## config.mk

```make
export PLATFORM = sky130hd
export DESIGN_NAME = fifo_axis_reader
export DESIGN_NICKNAME = d
export VERILOG_FILES = /design/src/rtl/fifo_axis_reader.sv
export SDC_FILE = /design/constraint.sdc
export NUM_CORES = 1
export LEC_CHECK = 0
export CORE_UTILIZATION = 23
export DETAILED_ROUTE_END_ITERATION = 12
export GPL_ROUTABILITY_DRIVEN = 0
export PLACE_DENSITY = 0.41
export SYNTH_ARGS = -nofsm -noshare
export SYNTH_HDL_FRONTEND = slang
export SYNTH_SLANG_ARGS = --single-unit
```

## constraint.sdc

```tcl
create_clock -name ACLK -period 2.2 [get_ports ACLK]
set_input_delay 0.22 -clock ACLK [delete_from_list [all_inputs] [get_ports ACLK]]
set_output_delay 0.22 -clock ACLK [all_outputs]
set_load 0.01 [all_outputs]
```

## src/rtl/fifo_axis_reader.sv

```systemverilog
// Drains a registered-output synchronous FIFO into an AXI4-Stream master through a
// 2-entry skid buffer, framing the stream with TLAST every FRAME_LEN beats.
module fifo_axis_reader #(
  parameter int unsigned DATA_WIDTH = 16,
  parameter int unsigned FRAME_LEN  = 160,
  parameter int unsigned CNT_W      = 16
) (
  input  logic                  ACLK,
  input  logic                  ARESET,
  input  logic                  FIFO_EMPTY,
  input  logic [DATA_WIDTH-1:0] RD_DATA,
  output logic                  RD_EN,
  output logic [DATA_WIDTH-1:0] M_AXIS_TDATA,
  output logic                  M_AXIS_TVALID,
  output logic                  M_AXIS_TLAST,
  input  logic                  M_AXIS_TREADY,
  output logic [CNT_W-1:0]      FRAME_CNT,
  output logic                  BUSY
);

  localparam int unsigned          BEAT_W    = (FRAME_LEN > 1) ? $clog2(FRAME_LEN) : 1;
  localparam logic [BEAT_W-1:0]    BEAT_LAST = BEAT_W'(FRAME_LEN - 1);

  logic [1:0]            occ_q, occ_d;
  logic                  infl_q, infl_d;
  logic [BEAT_W-1:0]     beat_q, beat_d;
  logic [CNT_W-1:0]      frame_cnt_q, frame_cnt_d;
  logic [DATA_WIDTH-1:0] head_q, head_d;
  logic [DATA_WIDTH-1:0] tail_q, tail_d;
  logic                  last_q, last_d;

  logic                  pop;
  logic [1:0]            occ_after_pop;
  logic [2:0]            occ_sum;

  always_comb begin
    pop           = (occ_q != 2'd0) & M_AXIS_TREADY;
    occ_after_pop = occ_q - {1'b0, pop};
    occ_sum       = {1'b0, occ_after_pop} + {2'b00, infl_q};
    // Read ahead only if the word would still fit after this cycle's pop.
    RD_EN         = ~ARESET & ~FIFO_EMPTY & (occ_sum < 3'd2);
    infl_d        = RD_EN;
    occ_d         = occ_sum[1:0];

    head_d = head_q;
    tail_d = tail_q;
    if (pop && (occ_q == 2'd2)) head_d = tail_q;
    if (infl_q) begin
      if (occ_after_pop == 2'd0) head_d = RD_DATA;
      else                       tail_d = RD_DATA;
    end

    beat_d      = beat_q;
    frame_cnt_d = frame_cnt_q;
    if (pop) begin
      if (beat_q == BEAT_LAST) begin
        beat_d      = '0;
        frame_cnt_d = frame_cnt_q + CNT_W'(1);
      end else begin
        beat_d = beat_q + BEAT_W'(1);
      end
    end
    last_d = (occ_d != 2'd0) && (beat_d == BEAT_LAST);
  end

  always_ff @(posedge ACLK) begin
    if (ARESET) begin
      occ_q       <= '0;
      infl_q      <= 1'b0;
      beat_q      <= '0;
      frame_cnt_q <= '0;
      head_q      <= '0;
      tail_q      <= '0;
      last_q      <= 1'b0;
    end else begin
      occ_q       <= occ_d;
      infl_q      <= infl_d;
      beat_q      <= beat_d;
      frame_cnt_q <= frame_cnt_d;
      head_q      <= head_d;
      tail_q      <= tail_d;
      last_q      <= last_d;
    end
  end

  assign M_AXIS_TDATA  = head_q;
  assign M_AXIS_TVALID = (occ_q != 2'd0);
  assign M_AXIS_TLAST  = last_q;
  assign FRAME_CNT     = frame_cnt_q;
  assign BUSY          = (occ_q != 2'd0) | infl_q;

  occ_overflow_chk: assert property (@(posedge ACLK) disable iff (ARESET) occ_sum <= 3'd2);

endmodule
```

==> qor.txt <==
status - completed
mean routed wirelength per cell - 13.8 um
CTS tree - built
area leader, netlist - dfxtp_1
Hold Fails Final Rpt - 0
Leak - 1.48 nW
synthesis-stage register bit count - 60
Synth area leaders - dfxtp_1 (43%), mux2i_1 (12%), nor2_1 (6.6%)
Area after DPL - 3590 um^2
Clock Skew - 5.47 ps
final cell count without fillers - 512
nets - 389
initial drt markers - 59
crit-path max FO - 5
placed insts - 496
CTS Root Cell - clkbuf_16
share of the synthesized area in the top cell type - 42.8%
area delta synth->final - 39.3%
Post-synth top cells - dfxtp_1 (60), nor2_1 (49), mux2i_1 (34), a211oi_1 (16)
adder-cell area share of the yosys netlist - 2.23%
initial antenna violation count - 0
worst vdd ir - 0.428 mV
minimum clock period - 2080 ps
I/O Pins - 56
Net Sw Frac - 28.8%
port bufs - 55
CP top delay family - adder cells
Clk Latency, worst-skew pair - 320 ps
largest family of logic cells by synthesized area - simple AND/OR/NAND/NOR gates
GRT Total Usage - 11.9%
standard-cell row count - 39
cell internal pwr - 0.00288 W
MaxCap Viol Count - 0
worst-margin pin slew - 620 ps
Tcrit/Tclk final - 94.3%
critical path's largest stage delay - 340 ps
CTS Sinks - 60
most frequent cell after synthesis - dfxtp_1
first-pass GRT wire length - 11900 um
vias in the first global route - 2353
number of flops mapped to enable cells by yosys - 0
Setup Buffers After CTS - 0
Total Power - 0.00405 W
layout cell share with drive strength beyond 1 - 13.3%
xor and xnor area share after synthesis - 2.81%
CTS Hold Bufs - 0
CTS H-tree depth - 3
Main synth FF type - dfxtp_1
Worst EP required - 1980 ps
height of the die - 112 um
dpl hpwl - 4630 um
Die X-Extent - 112 um
Crit. End Element - primary output
total net switching power - 0.00117 W
slew margin rel. - 58.6%
register share of total power - 33.6%
CTS Buf Count - 9
largest net degree at the start of global routing - 34
final setup fails - 0
Highest Clock Rate - 482 MHz
arrival time at the worst endpoint - 1860 ps
final worst slack - 124 ps
Synth Area in Compound Gates - 12.6%
mux contribution to synthesized area - 13.3%
slowest CP cell - dfxtp_2
DRC Markers - 0
via-per-instance ratio - 4.67
post-synthesis sequential area ratio - 42.8%
Power Density - 1040 nW/um^2
Clock transition at path regs - 50 ps
Design Area, Final - 3910 um^2
Synth Cell Area - 2810 um^2
ant diodes - 0
grt total ovfl - 0
die area - 12600 um^2
Syn. warnings - 0
ANT nets after route - 0
Critical Path, Cell by Cell - o21a_4, ha_4, inv_1, ha_1, inv_1, ha_1, nor3b_2, buf_2
Async S/R FF share, synth - 0%
CP Launch Type - register
dpl ws - -319 ps
clock tree buffer depth - 2
final hold slack - 422 ps
final slew viol count - 0
drt pass-1 iters - 4
Cells after Synth - 299
Distinct cells, synth - 49
mean post-synth cell area - 9.39 um^2
Buf/Inv on CP - 3
hold crit path type - input pin to register
Post-Route WL - 7060 um
critical path type - register to primary output
vias post-DR - 2392
Clock Power Share - 35.5%
initial core utilization - 24.1%
Post-Syn Nets - 324
unrepaired setup endpoints after global routing - false
combinational power share - 30.9%
Core ar. - 11700 um^2
Synth Area in Simple Gates - 21.1%
==> layout make-up <==
type / count / area, um^2
multi-input cells: 210 / 1480
inverters: 9 / 33.8
flip-flops and latches: 60 / 1200
repair buffers: 74 / 708
clock buffers: 12 / 256
fillers: 1220 / 7750
well taps: 143 / 179
clock inverters: 4 / 47.5
==> kinds of logic (layout without fill, tap and decap cells) <==
logic type	after synthesis	after routing
muxes	37	37
adders and majority gates	5	5
buffers and inverters	29	99
xor gates and xnor gates	9	9
and+or+nand+nor	111	111
DFF	60	60
AOI/OAI and AO/OA	48	48
==> sequential cells by signal (all words and copies together) (netlist names) <==
signal,count
occ_q,2
infl_q,1
beat_q,8
M_AXIS_TLAST,1
M_AXIS_TDATA,16
FRAME_CNT,16
tail_q,16
==> final timing paths <==
| path | from | to | slack, ps | depth (start not counted) |
|---|---|---|---|---|
| setup / recovery | occ_q[0]$_SDFF_PP0_ | RD_EN | 120 | 8 |
| hold / removal | ARESET | tail_q[2]$_SDFFE_PP0P_ | 420 | 3 |
| setup reg to reg | occ_q[0]$_SDFF_PP0_ | M_AXIS_TLAST$_SDFF_PP0_ | 220 | 9 |
| hold reg to reg | tail_q[10]$_SDFFE_PP0P_ | tail_q[10]$_SDFFE_PP0P_ | 490 | 2 |
==> power by group through the flow <==
| stage | clock network, W | registers (W) | logic [W] |
|---|---|---|---|
| after floorplan | 0 | 0.00140 | 0.000679 |
| after global placement | 0 | 0.00138 | 0.00124 |
| after detailed placement | 0 | 0.00138 | 0.00125 |
| after CTS | 0.00148 | 0.00136 | 0.00125 |
| after global routing | 0.00152 | 0.00138 | 0.00138 |
| final | 0.00144 | 0.00136 | 0.00125 |
==> per-layer routing <==
metal / wire length, um / up-vias / track usage [%]
met5: 0 / - / 0
met4: 113 / 0 / 5.33
met3: 416 / 11 / 3.51
met2: 3100 / 60 / 18.3
met1: 3430 / 1107 / 15.3
li1: - / 1214 / -
==> per-stage QoR <==
| stage | utilization, % | setup TNS, ps |
|---|---|---|
| after floorplan | - | 0 |
| after global placement | 30.8 | -530 |
| after detailed placement | 30.8 | -469 |
| after CTS | 33.4 | 0 |
| after global routing | 33.5 | 0 |
| final | 33.5 | 0 |
==> cell usage in the layout, fill, tap and decap left out, types with 5 or more instances in the layout <==
master	Yosys	routed
a21oi_1	10	10
nand2_1	9	9
nor3_1	9	9
nor2_1	49	49
nand3_1	9	9
dfxtp_1	60	59
mux2i_1	34	34
buf_4	2	17
xor2_1	5	5
clkbuf_16	0	9
a211oi_1	16	16
clkdlybuf4s50_1	0	53
inv_1	9	9
==> worst register-to-register path, delay by kind of cell (launching register included) <==
kind | cells | cell delay [ps]
AOI/OAI and AO/OA | 2 | 280
buffers and inverters | 2 | 90
adders and majority gates | 3 | 610
DFF | 1 | 340
and+or+nand+nor | 2 | 580
==> repair_timing <==
item,CTS,global route
gates cloned,0,0
endpoints found under the setup margin,1,2
resized for setup,6,2
(Power assumes the default switching activity.)
